`config.mk`:
```
export PLATFORM = sky130hd
export DESIGN_NAME = traffic_light_ctrl
export DESIGN_NICKNAME = d
export VERILOG_FILES = /design/src/rtl/traffic_light_pkg.sv /design/src/rtl/phase_timer.sv /design/src/rtl/traffic_light_ctrl.sv
export SDC_FILE = /design/constraint.sdc
export NUM_CORES = 1
export LEC_CHECK = 0
export BUFFER_PORTS_ARGS = -buffer_cell sky130_fd_sc_hd__buf_4
export CAP_MARGIN = 20
export CORE_ASPECT_RATIO = 0.7
export CORE_UTILIZATION = 30
export DETAILED_ROUTE_END_ITERATION = 7
export PLACE_DENSITY = 0.52
export SLEW_MARGIN = 25
export SYNTH_ARGS = -nofsm -noshare
export SYNTH_HDL_FRONTEND = slang
export SYNTH_HIERARCHICAL = 1
export SYNTH_SLANG_ARGS = --single-unit
```
`constraint.sdc`:
```
create_clock -name clk -period 7.4 [get_ports clk]
set_input_delay 0.74 -clock clk [delete_from_list [all_inputs] [get_ports clk]]
set_output_delay 0.74 -clock clk [all_outputs]
set_load 0.01 [all_outputs]
```
`src/rtl/traffic_light_pkg.sv`:
```
// Shared state encoding and lamp decode for the two-road intersection controller.
package traffic_light_pkg;

    typedef enum logic [2:0] {
        A_GREEN  = 3'd0,
        A_YELLOW = 3'd1,
        CLR_AB   = 3'd2,
        B_GREEN  = 3'd3,
        B_YELLOW = 3'd4,
        CLR_BA   = 3'd5,
        FLASH    = 3'd6
    } phase_t;

    typedef struct packed {
        logic red;
        logic yellow;
        logic green;
    } lamp_t;

    typedef struct packed {
        lamp_t roadA;
        lamp_t roadB;
    } lampPair_t;

    localparam lamp_t LAMP_OFF    = 3'b000;
    localparam lamp_t LAMP_RED    = 3'b100;
    localparam lamp_t LAMP_YELLOW = 3'b010;
    localparam lamp_t LAMP_GREEN  = 3'b001;

    // Unused encoding 7 falls back to all-red so a corrupted state never shows a go signal.
    function automatic lampPair_t decodeLamps(input phase_t state, input logic flashOn);
        lampPair_t lamps;
        lamps.roadA = LAMP_RED;
        lamps.roadB = LAMP_RED;
        case (state)
            A_GREEN:  lamps.roadA = LAMP_GREEN;
            A_YELLOW: lamps.roadA = LAMP_YELLOW;
            B_GREEN:  lamps.roadB = LAMP_GREEN;
            B_YELLOW: lamps.roadB = LAMP_YELLOW;
            FLASH: begin
                lamps.roadA = flashOn ? LAMP_YELLOW : LAMP_OFF;
                lamps.roadB = flashOn ? LAMP_YELLOW : LAMP_OFF;
            end
            default: begin
                lamps.roadA = LAMP_RED;
                lamps.roadB = LAMP_RED;
            end
        endcase
        return lamps;
    endfunction

endpackage

```
`src/rtl/phase_timer.sv`:
```
// Saturating per-state cycle counter; cleared on the edge where the controller changes state.
module phase_timer #(
    parameter int CNT_W        = 8,
    parameter int GREEN_MIN    = 5,
    parameter int GREEN_MAX    = 12,
    parameter int YELLOW_TIME  = 2,
    parameter int ALL_RED_TIME = 1
) (
    input  logic             clk,
    input  logic             reset,
    input  logic             clear,
    output logic [CNT_W-1:0] count,
    output logic             minDone,
    output logic             maxDone,
    output logic             yellowDone,
    output logic             allRedDone
);

    localparam logic [CNT_W-1:0] CNT_MAX     = '1;
    localparam logic [CNT_W-1:0] MIN_LAST    = CNT_W'(GREEN_MIN - 1);
    localparam logic [CNT_W-1:0] MAX_LAST    = CNT_W'(GREEN_MAX - 1);
    localparam logic [CNT_W-1:0] YELLOW_LAST = CNT_W'(YELLOW_TIME - 1);
    localparam logic [CNT_W-1:0] ALLRED_LAST = CNT_W'(ALL_RED_TIME - 1);

    always_ff @(posedge clk) begin
        if (reset || clear) begin
            count <= '0;
        end else if (count != CNT_MAX) begin
            count <= count + 1'b1;
        end
    end

    // Each compare fires on the last cycle of its interval so the state lasts exactly that many cycles.
    assign minDone    = (count >= MIN_LAST);
    assign maxDone    = (count >= MAX_LAST);
    assign yellowDone = (count >= YELLOW_LAST);
    assign allRedDone = (count >= ALLRED_LAST);

endmodule

```
`src/rtl/traffic_light_ctrl.sv`:
```
// Two-road intersection controller: green min/max arbitration, all-red clearance, flashing-yellow maintenance.
module traffic_light_ctrl
    import traffic_light_pkg::*;
#(
    parameter int GREEN_MIN    = 5,
    parameter int GREEN_MAX    = 12,
    parameter int YELLOW_TIME  = 2,
    parameter int ALL_RED_TIME = 1,
    parameter int FLASH_HALF   = 4,
    parameter int CNT_W        = 8
) (
    input  logic             clk,
    input  logic             reset,
    input  logic             sensorA,
    input  logic             sensorB,
    input  logic             flashMode,
    output logic             redLightA,
    output logic             yellowLightA,
    output logic             greenLightA,
    output logic             redLightB,
    output logic             yellowLightB,
    output logic             greenLightB,
    output logic [2:0]       phaseState,
    output logic [CNT_W-1:0] phaseCount
);

    localparam logic [CNT_W-1:0] FLASH_LAST = CNT_W'(FLASH_HALF - 1);

    phase_t           state;
    phase_t           nextState;
    logic             stateChange;
    logic             flashOn;
    logic [CNT_W-1:0] flashCnt;
    logic             minDone;
    logic             maxDone;
    logic             yellowDone;
    logic             allRedDone;
    lampPair_t        lamps;

    phase_timer #(
        .CNT_W       (CNT_W),
        .GREEN_MIN   (GREEN_MIN),
        .GREEN_MAX   (GREEN_MAX),
        .YELLOW_TIME (YELLOW_TIME),
        .ALL_RED_TIME(ALL_RED_TIME)
    ) timer (
        .clk       (clk),
        .reset     (reset),
        .clear     (stateChange),
        .count     (phaseCount),
        .minDone   (minDone),
        .maxDone   (maxDone),
        .yellowDone(yellowDone),
        .allRedDone(allRedDone)
    );

    // A keeps green without B demand; B yields after its minimum once its own demand is gone.
    always_comb begin
        nextState = state;
        case (state)
            A_GREEN:
                if (flashMode || (sensorB && minDone && (!sensorA || maxDone)))
                    nextState = A_YELLOW;
            A_YELLOW:
                if (yellowDone) nextState = CLR_AB;
            CLR_AB:
                if (allRedDone) nextState = flashMode ? FLASH : B_GREEN;
            B_GREEN:
                if (flashMode || (minDone && (!sensorB || (sensorA && maxDone))))
                    nextState = B_YELLOW;
            B_YELLOW:
                if (yellowDone) nextState = CLR_BA;
            CLR_BA:
                if (allRedDone) nextState = flashMode ? FLASH : A_GREEN;
            FLASH:
                if (!flashMode) nextState = CLR_BA;
            default:
                nextState = CLR_BA;
        endcase
    end

    assign stateChange = (nextState != state);

    // Flash phase starts lit on entry and is forced dark whenever the controller is outside FLASH.
    always_ff @(posedge clk) begin
        if (reset) begin
            state    <= CLR_BA;
            flashOn  <= 1'b0;
            flashCnt <= '0;
        end else begin
            state <= nextState;
            if (nextState == FLASH && state != FLASH) begin
                flashOn  <= 1'b1;
                flashCnt <= '0;
            end else if (nextState == FLASH) begin
                if (flashCnt == FLASH_LAST) begin
                    flashOn  <= ~flashOn;
                    flashCnt <= '0;
                end else begin
                    flashCnt <= flashCnt + 1'b1;
                end
            end else begin
                flashOn  <= 1'b0;
                flashCnt <= '0;
            end
        end
    end

    assign lamps        = decodeLamps(state, flashOn);
    assign redLightA    = lamps.roadA.red;
    assign yellowLightA = lamps.roadA.yellow;
    assign greenLightA  = lamps.roadA.green;
    assign redLightB    = lamps.roadB.red;
    assign yellowLightB = lamps.roadB.yellow;
    assign greenLightB  = lamps.roadB.green;
    assign phaseState   = state;

endmodule

```
==> impl_metrics.prom, run 1 <==
# TYPE chip_impl_metric gauge
chip_impl_info{name="timing.setup.critical_path_class",value="flip-flop to flip-flop"} 1
chip_impl_metric{name="number_of_flops_mapped_to_enable_cells_by_yosys",unit=""} 0
chip_impl_metric{name="num_antenna_cells",unit=""} 0
chip_impl_metric{name="clk_pin_slew",unit="ps"} 70
chip_impl_info{name="tritoncts",value="built"} 1
chip_impl_metric{name="synth-async-reset-ratio",unit=""} 0
chip_impl_metric{name="worst-endpoint-arrival",unit="ps"} 3280
chip_impl_metric{name="leakage_power",unit="nW"} 0.5680
chip_impl_metric{name="drt-wirelength-per-cell",unit="µm"} 12.15
chip_impl_info{name="startpoint_type",value="flip-flop"} 1
chip_impl_metric{name="gr-usage-met2",unit=""} 0.1947
chip_impl_metric{name="yosys_register_bits",unit=""} 20
chip_impl_metric{name="synth.net_count",unit=""} 156
chip_impl_metric{name="drive_gt1_frac",unit=""} 0.1976
chip_impl_metric{name="final-hold-violation-count",unit=""} 0
chip_impl_metric{name="setup_ws",unit="ps"} 4278
chip_impl_metric{name="die-area",unit="µm²"} 4278
chip_impl_info{name="rsz0062_at_grt",value="no"} 1
chip_impl_metric{name="grt_start_max_net_pins",unit=""} 16
chip_impl_metric{name="hold_slack",unit="ps"} 448.4
chip_impl_metric{name="detailed_place_hpwl",unit="mm"} 2.030
chip_impl_metric{name="final-instance-count-excl-fill",unit=""} 217
chip_impl_metric{name="first_iter_violations",unit=""} 74
chip_impl_metric{name="ys.warnings.count",unit=""} 6
chip_impl_metric{name="groute.layer.met1.usage",unit=""} 0.1969
chip_impl_info{name="synth.most_common_cell",value="dfxtp_1"} 1
chip_impl_metric{name="globalRoute.totalOverflow",unit=""} 0
chip_impl_metric{name="ctsHoldBuffers",unit=""} 0
chip_impl_info{name="worst_setup_path_end_kind",value="flip-flop"} 1
chip_impl_info{name="grt_most_used_layer",value="met1"} 1
chip_impl_metric{name="post-route-cell-area",unit="µm²"} 1460
chip_impl_metric{name="totalWireLength",unit="mm"} 2.636
chip_impl_metric{name="global_route_wire_length_before_repair",unit="mm"} 4.436
chip_impl_metric{name="die_y",unit="µm"} 55.03
chip_impl_metric{name="placement.setup.worst_slack",unit="ps"} 4277
chip_impl_metric{name="drt_pre_antenna_iters",unit=""} 4
chip_impl_metric{name="routabilityCongestion",unit=""} 0.8492
chip_impl_metric{name="tritoncts_buffers",unit=""} 3
chip_impl_metric{name="finish.net_count",unit=""} 178
chip_impl_metric{name="synth.mux.area_fraction",unit=""} 0.009346
chip_impl_metric{name="synth.yosys.seq_area_share",unit=""} 0.3323
chip_impl_info{name="clk_root_buffer_cell",value="clkbuf_8"} 1
chip_impl_info{name="synthFlopType",value="dfxtp_1"} 1
chip_impl_metric{name="p_per_area",unit="nW/µm²"} 245.3
chip_impl_info{name="post_synth_main_area_contributors",value="dfxtp_1 (33%), ha_1 (5.2%), nor2_1 (3.7%)"} 1
chip_impl_metric{name="num_rows",unit=""} 18
chip_impl_metric{name="dpl.cell_count",unit=""} 213
chip_impl_info{name="synth_largest_area_cell",value="dfxtp_1"} 1
chip_impl_metric{name="setup_viol",unit=""} 0
chip_impl_metric{name="cts-resized-gates",unit=""} 0
chip_impl_info{name="worstHoldPathType",value="flip-flop to flip-flop"} 1
chip_impl_info{name="status",value="finished, final reports clean"} 1
chip_impl_info{name="combinational_family_with_the_most_area_after_synthesis",value="simple AND/OR/NAND/NOR gates"} 1
chip_impl_metric{name="sum_of_negative_setup_slack",unit="ps"} 0
chip_impl_metric{name="mappedNetlistArea",unit="µm²"} 1205
chip_impl_metric{name="detailed_place.area",unit="µm²"} 1405
chip_impl_metric{name="drc",unit=""} 0
chip_impl_metric{name="die-width",unit="µm"} 77.75
chip_impl_metric{name="clock_insertion_delay_worst_skew",unit="ps"} 250
chip_impl_metric{name="fin_crit",unit="ps"} 3122
chip_impl_metric{name="cts-htree-levels",unit=""} 1
chip_impl_metric{name="antenna_nets_post_route",unit=""} 0
chip_impl_info{name="netlist_top_cells_count",value="dfxtp_1 (20), nor2_1 (12), inv_1 (9), nand2_1 (9), nand3_1 (8)"} 1
chip_impl_metric{name="grt_pass1_vias",unit=""} 945
chip_impl_metric{name="fp.coreArea",unit="µm²"} 3671
chip_impl_metric{name="clock_skew",unit="ps"} 4.299
chip_impl_metric{name="number_of_library_cell_types_mapped_by_synthesis",unit=""} 52
chip_impl_metric{name="groute.usage.overall",unit=""} 0.1352
chip_impl_metric{name="drv_cap",unit=""} 0
chip_impl_metric{name="ctsLongestPathBuffers",unit=""} 2
chip_impl_metric{name="yosys.area_share.simple",unit=""} 0.2960
chip_impl_metric{name="post_synth_xor_area_fraction",unit=""} 0.05815
chip_impl_metric{name="post-cts-setup-buffers",unit=""} 0
chip_impl_metric{name="floorplan.io_pins",unit=""} 22
chip_impl_metric{name="top_area_cell_type_share_of_the_netlist_area",unit=""} 0.3323
chip_impl_metric{name="grt.met3_usage",unit=""} 0.02459
chip_impl_metric{name="port-buffer-count",unit=""} 21
chip_impl_metric{name="initial_antenna_violation_count",unit=""} 0
chip_impl_metric{name="initial_utilization",unit=""} 0.3282
chip_impl_metric{name="postSynthCellCount",unit=""} 146
chip_impl_metric{name="yosys.area_share.adder",unit=""} 0.05192
chip_impl_metric{name="route.vias.total",unit=""} 1092
chip_impl_metric{name="max_freq",unit="MHz"} 320.3
chip_impl_metric{name="timing_max_transition_violations_final",unit=""} 0
chip_impl_metric{name="syn_to_final_growth",unit="%"} 21.18
chip_impl_metric{name="cts.sink_count",unit=""} 20
chip_impl_metric{name="cp_max_fo",unit=""} 7
chip_impl_metric{name="synth-compound-area-share",unit=""} 0.2046
chip_impl_metric{name="ir_worst_vdd",unit="mV"} 0.08847
chip_impl_metric{name="syn_area_per_cell",unit="µm²"} 8.253
chip_impl_metric{name="post-route-period-util",unit=""} 0.4218
chip_impl_metric{name="via_per_inst",unit=""} 5.032
chip_impl_metric{name="worst_path_required",unit="ps"} 7560
==> per-stage QoR <==
stage,power [mW],utilization
floorplan,0.2327,-
global placement,0.2805,0.3828
detailed placement,0.2804,0.3828
CTS,0.3621,0.3978
global route,0.3851,0.3978
finish,0.3582,0.3978
==> critical path: stages (launching register included) <==
cell and delay, ps:
dfxtp_1 370, or4_1 570, or3_1 360, or3b_1 400, nand2b_1 110, a21oi_1 70
a221oi_1 370, o21a_1 160, o211ai_1 100, or2_1 310, a211oi_1 210
==> final cells by class <==
cell class | count | area, µm²
fillers | 378 | 2211
multi-input cells | 113 | 750.7
flip-flops and latches | 20 | 400.4
repair buffers | 21 | 157.7
well taps | 50 | 62.56
clock buffers | 4 | 55.05
inverters | 9 | 33.78
==> cell usage in the layout (no fill, tap or decap), types with 2 or more instances in the layout <==
master / count
nor2b_1: 2
nand3_1: 8
nand2b_1: 3
a31oi_1: 4
clkbuf_8: 4
o21a_1: 2
a211oi_1: 5
or3_1: 3
o21ai_0: 6
xor2_1: 3
xnor2_1: 5
and3_1: 3
buf_4: 21
inv_1: 9
ha_1: 5
a21oi_1: 6
dfxtp_1: 20
nor3_1: 7
nor2_1: 12
nand2_1: 9
==> where the power goes <==
part	switching, mW	internal [mW]
Combinational	0.0686	0.0678
Sequential	0.0247	0.117
Clock	0.0328	0.0472
Total	0.126	0.232
==> final timing paths <==
kind	start	end	slack, ps	cells past startpoint
setup reg to reg	timer/count[7]$_SDFFE_PP0P_	timer/count[7]$_SDFFE_PP0P_	4280	10
hold reg to reg	flashCnt[0]$_SDFF_PP0_	flashCnt[0]$_SDFF_PP0_	450	1
hold / removal	flashCnt[0]$_SDFF_PP0_	flashCnt[0]$_SDFF_PP0_	450	1
setup / recovery	timer/count[7]$_SDFFE_PP0P_	timer/count[7]$_SDFFE_PP0P_	4280	10
==> logic make-up (layout without fill, tap and decap cells) <==
group	Yosys count	after routing
and+or+nand+nor	62	62
AOI/OAI and AO/OA	36	36
DFF	20	20
buffers and inverters	13	34
xor gates and xnor gates	8	8
adders and majority gates	5	5
other	1	1
muxes	1	1
==> state kept, by name (all words and copies together), names as in the netlist <==
register     count
phaseState       3
flashCnt         8
flashOn          1
timer/count      8
==> metal layers <==
metal | part of all wire | up-vias
met1 | 0.57 | 495
li1 | - | 569
met5 | 0 | -
met2 | 0.37 | 26
met4 | 0.010 | 0
met3 | 0.052 | 2
Power figures use the tool's default switching activity.
==> run 2: changes to the inputs <==
--- a/config.mk
+++ b/config.mk
@@ -10,7 +10,7 @@
 export CORE_ASPECT_RATIO = 0.7
 export CORE_UTILIZATION = 30
 export DETAILED_ROUTE_END_ITERATION = 7
-export PLACE_DENSITY = 0.52
+export PLACE_DENSITY = 0.54
 export SLEW_MARGIN = 25
 export SYNTH_ARGS = -nofsm -noshare
 export SYNTH_HDL_FRONTEND = slang
==> constraint.sdc (replaced) <==
create_clock -name clk -period 2.8 [get_ports clk]
set_input_delay 0.28 -clock clk [delete_from_list [all_inputs] [get_ports clk]]
set_output_delay 0.28 -clock clk [all_outputs]
set_load 0.01 [all_outputs]
==> run 2 against run 1 <==
  * The run now ends with setup timing left
  * Critical endpoint unchanged
  * Sequential power rose to 2.7 times the previous value
  * Count of clock-buffer cells in the layout stayed put
  * Clock skew increased by 1.7 ps
  * Clock power increased to 2.7 times the previous value
  * Flip-flop and latch count stayed put
  * Highest routed layer unchanged
  * Final area rose by 8.6%
  * Via count rose by 6.3%
  * Fmax grew 7.0%
  * Critical path depth stayed put
  * Total power grew to 2.8 times the previous value
==> impl_metrics.prom, run 2 (synthesized netlist as in run 1, its figures left out) <==
# TYPE chip_impl_metric gauge
chip_impl_info{name="status",value="finished, violations left"} 1
chip_impl_info{name="violated_checks",value="setup timing"} 1
chip_impl_metric{name="hold_slack",unit="ps"} 265.9
chip_impl_metric{name="ctsHoldBuffers",unit=""} 0
chip_impl_info{name="worstHoldPathType",value="primary input to flip-flop"} 1
chip_impl_metric{name="worst-r2r-setup-slack",unit="ps"} -120
chip_impl_metric{name="max_freq",unit="MHz"} 342.9
chip_impl_metric{name="totalWireLength",unit="mm"} 2.780
chip_impl_metric{name="sum_of_negative_setup_slack",unit="ps"} -558.4
chip_impl_metric{name="fin_crit",unit="ps"} 2917
chip_impl_metric{name="power",unit="mW"} 1.002
chip_impl_metric{name="post-route-period-util",unit=""} 1.042
chip_impl_metric{name="floorplan.io_pins",unit=""} 22
chip_impl_metric{name="cts-htree-levels",unit=""} 1
chip_impl_metric{name="drv_cap",unit=""} 0
chip_impl_metric{name="drt-wirelength-per-cell",unit="µm"} 12.25
chip_impl_metric{name="drt_pre_antenna_iters",unit=""} 4
chip_impl_metric{name="initial_antenna_violation_count",unit=""} 0
chip_impl_metric{name="die-area",unit="µm²"} 4278
chip_impl_metric{name="antenna_nets_post_route",unit=""} 0
chip_impl_info{name="worst_setup_path_endpoint",value="timer/count[7]$_SDFFE_PP0P_"} 1
chip_impl_metric{name="placement.setup.worst_slack",unit="ps"} -169.9
chip_impl_metric{name="worstRegToRegCells",unit=""} 10
chip_impl_metric{name="route.vias.total",unit=""} 1161
chip_impl_metric{name="final-hold-violation-count",unit=""} 0
chip_impl_metric{name="first_iter_violations",unit=""} 45
chip_impl_info{name="r2r-start",value="timer/count[7]$_SDFFE_PP0P_"} 1
chip_impl_metric{name="num_rows",unit=""} 18
chip_impl_metric{name="final_util",unit=""} 0.4318
chip_impl_metric{name="grt_pass1_vias",unit=""} 969
chip_impl_metric{name="initial_utilization",unit=""} 0.3282
chip_impl_metric{name="detailed_place_hpwl",unit="mm"} 2.137
chip_impl_info{name="tritoncts",value="built"} 1
chip_impl_metric{name="final.fill_count",unit=""} 365
chip_impl_metric{name="globalRoute.totalOverflow",unit=""} 0
chip_impl_metric{name="dpl.cell_count",unit=""} 222
chip_impl_metric{name="drive_gt1_frac",unit=""} 0.3107
chip_impl_info{name="startpoint_type",value="flip-flop"} 1
chip_impl_metric{name="post-route-cell-area",unit="µm²"} 1585
chip_impl_metric{name="p_per_area",unit="nW/µm²"} 632.3
chip_impl_metric{name="num_antenna_cells",unit=""} 0
chip_impl_info{name="timing.setup.critical_path_class",value="flip-flop to flip-flop"} 1
chip_impl_metric{name="die-width",unit="µm"} 77.75
chip_impl_metric{name="timing_max_transition_violations_final",unit=""} 0
chip_impl_metric{name="setup_viol",unit=""} 8
chip_impl_metric{name="global_route_wire_length_before_repair",unit="mm"} 4.574
chip_impl_metric{name="ir_worst_vdd",unit="mV"} 0.2286
chip_impl_metric{name="tritoncts_buffers",unit=""} 3
chip_impl_metric{name="clock_insertion_delay_worst_skew",unit="ps"} 250
chip_impl_metric{name="worst_slew_margin_rel",unit=""} 0.6518
chip_impl_metric{name="ctsLongestPathBuffers",unit=""} 2
chip_impl_metric{name="routabilityCongestion",unit=""} 0.8681
chip_impl_metric{name="via_per_inst",unit=""} 5.115
chip_impl_metric{name="syn_to_final_growth",unit="%"} 31.57
chip_impl_metric{name="worst-endpoint-arrival",unit="ps"} 3090
chip_impl_metric{name="leakage_power",unit="nW"} 0.6339
chip_impl_metric{name="drc",unit=""} 0
chip_impl_info{name="final_common_cell",value="buf_4"} 1
chip_impl_metric{name="die_y",unit="µm"} 55.03
chip_impl_info{name="rr_endpoint",value="timer/count[7]$_SDFFE_PP0P_"} 1
chip_impl_info{name="rsz0062_at_grt",value="yes"} 1
chip_impl_metric{name="worst_path_required",unit="ps"} 2970
chip_impl_metric{name="groute.usage.overall",unit=""} 0.1376
chip_impl_metric{name="clk_pin_slew",unit="ps"} 80
chip_impl_metric{name="cts.sink_count",unit=""} 20
chip_impl_metric{name="clock_skew",unit="ps"} 5.983
chip_impl_info{name="source_of_the_critical_timing_path",value="timer/count[7]$_SDFFE_PP0P_"} 1
chip_impl_metric{name="grt_start_max_net_pins",unit=""} 16
chip_impl_metric{name="final-instance-count-excl-fill",unit=""} 227
chip_impl_metric{name="worst_slew_pin_slew",unit="ps"} 521.5
chip_impl_info{name="clk_root_buffer_cell",value="clkbuf_8"} 1
chip_impl_metric{name="finish.net_count",unit=""} 188
chip_impl_info{name="final_cell_mix",value="buf_4 (31), dfxtp_1 (18), nor2_1 (12), inv_1 (9), nand2_1 (9)"} 1
chip_impl_metric{name="setup_ws",unit="ps"} -116.7
chip_impl_metric{name="cp_max_fo",unit=""} 5
chip_impl_metric{name="fp.coreArea",unit="µm²"} 3671
chip_impl_info{name="worst_setup_path_end_kind",value="flip-flop"} 1
chip_impl_metric{name="detailed_place.area",unit="µm²"} 1485
chip_impl_metric{name="port-buffer-count",unit=""} 21
[run 2: worst min-delay path by stage]
stage | start | end | slack [ps] | cells past startpoint
after floorplan | reset | phaseState[2]$_SDFF_PP1_ | 380 | 1
after global placement | flashCnt[0]$_SDFF_PP0_ | flashCnt[0]$_SDFF_PP0_ | 430 | 1
after detailed placement | flashCnt[0]$_SDFF_PP0_ | flashCnt[0]$_SDFF_PP0_ | 450 | 1
after CTS | reset | phaseState[2]$_SDFF_PP1_ | 270 | 2
after global routing | reset | phaseState[2]$_SDFF_PP1_ | 280 | 2
final | reset | phaseState[2]$_SDFF_PP1_ | 270 | 2
[run 2: metal layers]
metal / share of wire / GRT usage / routed length [µm] / up-vias
met5: 0 / 0 / 0 / -
met4: 0.0047 / 0.02830 / 13 / 0
met3: 0.061 / 0.03279 / 169 / 2
met2: 0.41 / 0.2035 / 1146 / 41
met1: 0.52 / 0.2014 / 1450 / 531
li1: - / - / - / 587
[run 2: final cells by class]
class	count	area (µm²)	area share
repair buffers	31	232.7	0.1468
inverters	9	33.78	0.02131
well taps	50	62.56	0.03946
flip-flops and latches	20	402.9	0.2541
multi-input cells	113	798.3	0.5036
clock buffers	4	55.05	0.03473
[run 2: what timing repair did]
action / in CTS / in global routing
setup buffers: 1 / 0
pin swaps: 9 / 1
gates resized for setup: 10 / 1
endpoints found under the setup margin: 8 / 8
[run 2: report_power, final]
group / total [mW] / switching, mW / internal (mW) / leakage (nW)
Clock: 0.216 / 0.0908 / 0.125 / 0.0288
Combinational: 0.406 / 0.200 / 0.206 / 0.442
Sequential: 0.381 / 0.0716 / 0.309 / 0.163
Total: 1.00 / 0.362 / 0.640 / 0.634
[run 2: critical path, stage by stage, from the launching register on]
cell and delay, ps:
dfxtp_2 320, or4_4 520, or3_1 390, or3b_1 380, nand2b_1 120, a211oi_1 80, a211o_1 270, xnor2_1 150
o211ai_1 130, or2_4 300, a211oi_2 160
==> run 3: changes to the inputs <==
--- a/config.mk
+++ b/config.mk
@@ -5,6 +5,7 @@
 export SDC_FILE = /design/constraint.sdc
 export NUM_CORES = 1
 export LEC_CHECK = 0
+export ABC_AREA = 1
 export BUFFER_PORTS_ARGS = -buffer_cell sky130_fd_sc_hd__buf_4
 export CAP_MARGIN = 20
 export CORE_ASPECT_RATIO = 0.7
==> run 3 against run 2 <==
  * The run now ends clean
  * Sequential power down 7.9%
  * Register-to-register slack gained 660 ps
  * First-iteration DRC count rose by 20%
  * Synthesized area up 9.3%
  * Count of clock-buffer cells in the layout decreased by 1
  * Final cell count increased by 23%
  * Critical path type unchanged
  * Critical endpoint is now timer/count[3]$_SDFFE_PP0P_
==> impl_metrics.prom, run 3 <==
# TYPE chip_impl_metric gauge
chip_impl_info{name="status",value="finished, final reports clean"} 1
chip_impl_metric{name="ys.warnings.count",unit=""} 6
chip_impl_metric{name="max_stage_delay",unit="ps"} 370
chip_impl_metric{name="port-buffer-count",unit=""} 21
chip_impl_metric{name="cts.sink_count",unit=""} 20
chip_impl_metric{name="cts-resized-gates",unit=""} 0
chip_impl_metric{name="groute.usage.overall",unit=""} 0.1358
chip_impl_info{name="synth_largest_area_cell",value="dfxtp_1"} 1
chip_impl_metric{name="final-instance-count-excl-fill",unit=""} 279
chip_impl_info{name="netlist_top_cells_count",value="nand2_1 (56), nor2_1 (32), inv_1 (22)"} 1
chip_impl_metric{name="fin_crit",unit="ps"} 2256
chip_impl_metric{name="finish.net_count",unit=""} 238
chip_impl_metric{name="grt_pass1_vias",unit=""} 1065
chip_impl_metric{name="worst_slew_pin_slew",unit="ps"} 523.5
chip_impl_metric{name="post-route-period-util",unit=""} 0.8057
chip_impl_metric{name="number_of_library_cell_types_mapped_by_synthesis",unit=""} 30
chip_impl_metric{name="leakage_power",unit="nW"} 0.7235
chip_impl_metric{name="sum_of_negative_setup_slack",unit="ps"} 0
chip_impl_metric{name="hold_slack",unit="ps"} 198.2
chip_impl_metric{name="number_of_flops_mapped_to_enable_cells_by_yosys",unit=""} 0
chip_impl_metric{name="antenna_nets_post_route",unit=""} 0
chip_impl_metric{name="yosys_register_bits",unit=""} 20
chip_impl_metric{name="p_per_area",unit="nW/µm²"} 618.3
chip_impl_info{name="timing.setup.critical_path_class",value="flip-flop to flip-flop"} 1
chip_impl_metric{name="dpl.cell_count",unit=""} 275
chip_impl_metric{name="setup_viol",unit=""} 0
chip_impl_metric{name="drt-wirelength-per-cell",unit="µm"} 10.14
chip_impl_metric{name="num_antenna_cells",unit=""} 0
chip_impl_metric{name="syn_to_final_growth",unit="%"} 22.32
chip_impl_info{name="rsz0062_at_grt",value="no"} 1
chip_impl_metric{name="drc",unit=""} 0
chip_impl_metric{name="first_iter_violations",unit=""} 54
chip_impl_metric{name="synth.net_count",unit=""} 212
chip_impl_info{name="startpoint_type",value="flip-flop"} 1
chip_impl_metric{name="via_per_inst",unit=""} 4.495
chip_impl_metric{name="routabilityCongestion",unit=""} 0.8405
chip_impl_metric{name="worst_path_required",unit="ps"} 2980
chip_impl_metric{name="post-cts-setup-buffers",unit=""} 0
chip_impl_info{name="synth.most_common_cell",value="nand2_1"} 1
chip_impl_metric{name="worst-r2r-setup-slack",unit="ps"} 540
chip_impl_metric{name="worst-endpoint-arrival",unit="ps"} 2440
chip_impl_metric{name="ir_worst_vdd",unit="mV"} 0.3619
chip_impl_metric{name="die-area",unit="µm²"} 4665
chip_impl_metric{name="mappedNetlistArea",unit="µm²"} 1318
chip_impl_metric{name="ctsHoldBuffers",unit=""} 0
chip_impl_info{name="series_of_cell_instances_along_the_critical_path",value="ha_1, or2_2, nand2_1, nand2_1, nand2_1, nand2_1, nand2_1, nand2_1, nand2_1, nand2_1, nand2_1, nand2_1, nor2_2, nand3_2, nor2_1, buf_4, inv_1, a31oi_1"} 1
chip_impl_metric{name="synth.yosys.seq_area_share",unit=""} 0.3039
chip_impl_info{name="critical_path.most_common_cell",value="nand2_1"} 1
chip_impl_metric{name="tritoncts_buffers",unit=""} 3
chip_impl_info{name="post_synth_main_area_contributors",value="dfxtp_1 (30%), nand2_1 (16%), nor2_1 (9.1%)"} 1
chip_impl_info{name="worstHoldPathType",value="primary input to flip-flop"} 1
chip_impl_metric{name="timing_max_transition_violations_final",unit=""} 0
chip_impl_metric{name="initial_utilization",unit=""} 0.3241
chip_impl_info{name="clk_root_buffer_cell",value="clkbuf_8"} 1
chip_impl_metric{name="drv_cap",unit=""} 0
chip_impl_metric{name="initial_antenna_violation_count",unit=""} 0
chip_impl_metric{name="ctsLongestPathBuffers",unit=""} 2
chip_impl_metric{name="num_rows",unit=""} 19
chip_impl_metric{name="route.vias.total",unit=""} 1254
chip_impl_metric{name="globalRoute.totalOverflow",unit=""} 0
chip_impl_info{name="final_cell_mix",value="nand2_1 (56), nor2_1 (32), inv_1 (22), buf_4 (22), dfxtp_1 (20)"} 1
chip_impl_metric{name="drive_gt1_frac",unit=""} 0.2070
chip_impl_metric{name="clk_pin_slew",unit="ps"} 80
chip_impl_info{name="worst_setup_path_end_kind",value="flip-flop"} 1
chip_impl_metric{name="die_y",unit="µm"} 57.45
chip_impl_metric{name="floorplan.io_pins",unit=""} 22
chip_impl_metric{name="postSynthCellCount",unit=""} 202
chip_impl_metric{name="drt_pre_antenna_iters",unit=""} 4
chip_impl_metric{name="syn_area_per_cell",unit="µm²"} 6.522
chip_impl_metric{name="grt_start_max_net_pins",unit=""} 13
chip_impl_metric{name="synth-async-reset-ratio",unit=""} 0
chip_impl_metric{name="max_freq",unit="MHz"} 443.3
chip_impl_metric{name="detailed_place_hpwl",unit="mm"} 2.244
chip_impl_info{name="tritoncts",value="built"} 1
chip_impl_info{name="crit_slowest_cell",value="dfxtp_1"} 1
chip_impl_metric{name="totalWireLength",unit="mm"} 2.828
chip_impl_metric{name="die-width",unit="µm"} 81.21
chip_impl_metric{name="clock_skew",unit="ps"} 10.52
chip_impl_metric{name="fp.coreArea",unit="µm²"} 4065
chip_impl_metric{name="cp_max_fo",unit=""} 8
chip_impl_metric{name="clock_insertion_delay_worst_skew",unit="ps"} 260
chip_impl_metric{name="worst_slew_margin_rel",unit=""} 0.6478
chip_impl_metric{name="final-hold-violation-count",unit=""} 0
chip_impl_metric{name="cts-htree-levels",unit=""} 1
chip_impl_info{name="synthFlopType",value="dfxtp_1"} 1
chip_impl_info{name="final_common_cell",value="nand2_1"} 1
chip_impl_metric{name="global_route_wire_length_before_repair",unit="mm"} 4.954
chip_impl_metric{name="top_area_cell_type_share_of_the_netlist_area",unit=""} 0.3039
run 3: cell count changes after synthesis, sizes merged, moves of 4 or more:
| cell | change |
|---|---|
| nor3 | -4 |
| inv | +17 |
| xnor2 | -4 |
| nand2 | +50 |
| and3 | -4 |
| a211oi | -5 |
| nand3 | +12 |
| nor2 | +27 |
run 3: area by class of cell:
class / instances / area [µm²]
flip-flops and latches: 20 / 400.4
multi-input cells: 154 / 808.3
repair buffers: 22 / 165.2
well taps: 52 / 65.06
clock inverters: 1 / 30.03
fillers: 433 / 2454
inverters: 27 / 101.3
clock buffers: 3 / 41.29
run 3: worst paths after layout:
kind	from	end	depth (start not counted)
worst max-delay path	timer/count[0]$_SDFFE_PP0P_	timer/count[3]$_SDFFE_PP0P_	18
worst min-delay path	reset	phaseState[1]$_SDFF_PP0_	2
worst max register to register	timer/count[0]$_SDFFE_PP0P_	timer/count[3]$_SDFFE_PP0P_	18
worst min register to register	flashCnt[0]$_SDFF_PP0_	flashCnt[0]$_SDFF_PP0_	1
run 3: critical path: cells and delay by family, from the launching register on:
kind | cells | cell delay, ps
AND/OR/NAND/NOR | 14 | 1260
flip-flops | 1 | 370
buffers and inverters | 2 | 190
AO/OA/AOI/OAI | 1 | 130
adder cells (fa/ha/maj) | 1 | 230
run 3: per-stage QoR:
stage | power, mW | setup slack, ps | utilization | area (µm²)
5_1_grt | 1.073 | 269.9 | 0.3964 | 1612
3_3_place_gp | 0.7219 | 540.7 | 0.3789 | 1540
2_1_floorplan | 0.5882 | 632.3 | - | 1318
4_1_cts | 1.010 | 517.4 | 0.3964 | 1612
6_report | 0.9965 | 544.0 | 0.3964 | 1612
3_5_place_dp | 0.7145 | 556.0 | 0.3789 | 1540
run 3: logic make-up (layout without fill, tap and decap cells):
kind of cell             Yosys count  after routing  synth area share
buffers and inverters             28             53           0.08262
AND/OR/NAND/NOR                  130            130            0.4729
adder cells (fa/ha/maj)            5              5           0.04748
other                              1              1          0.002846
flip-flops                        20             20            0.3039
XOR/XNOR                           4              4           0.02660
AO/OA/AOI/OAI                     14             14           0.06364
run 3: report_power, final:
group | switching [mW] | total, mW | internal, mW
combinational | 0.207 | 0.355 | 0.147
sequential | 0.0455 | 0.351 | 0.306
clock | 0.0996 | 0.290 | 0.191
total | 0.352 | 0.996 | 0.644
run 3: layer usage:
| metal | part of all wire | global-route usage | up-vias |
|---|---|---|---|
| li1 | - | - | 686 |
| met1 | 0.56 | 0.2033 | 541 |
| met2 | 0.40 | 0.1933 | 25 |
| met3 | 0.037 | 0.02880 | 2 |
| met4 | 0.0081 | 0.03827 | 0 |
| met5 | 0 | 0 | - |
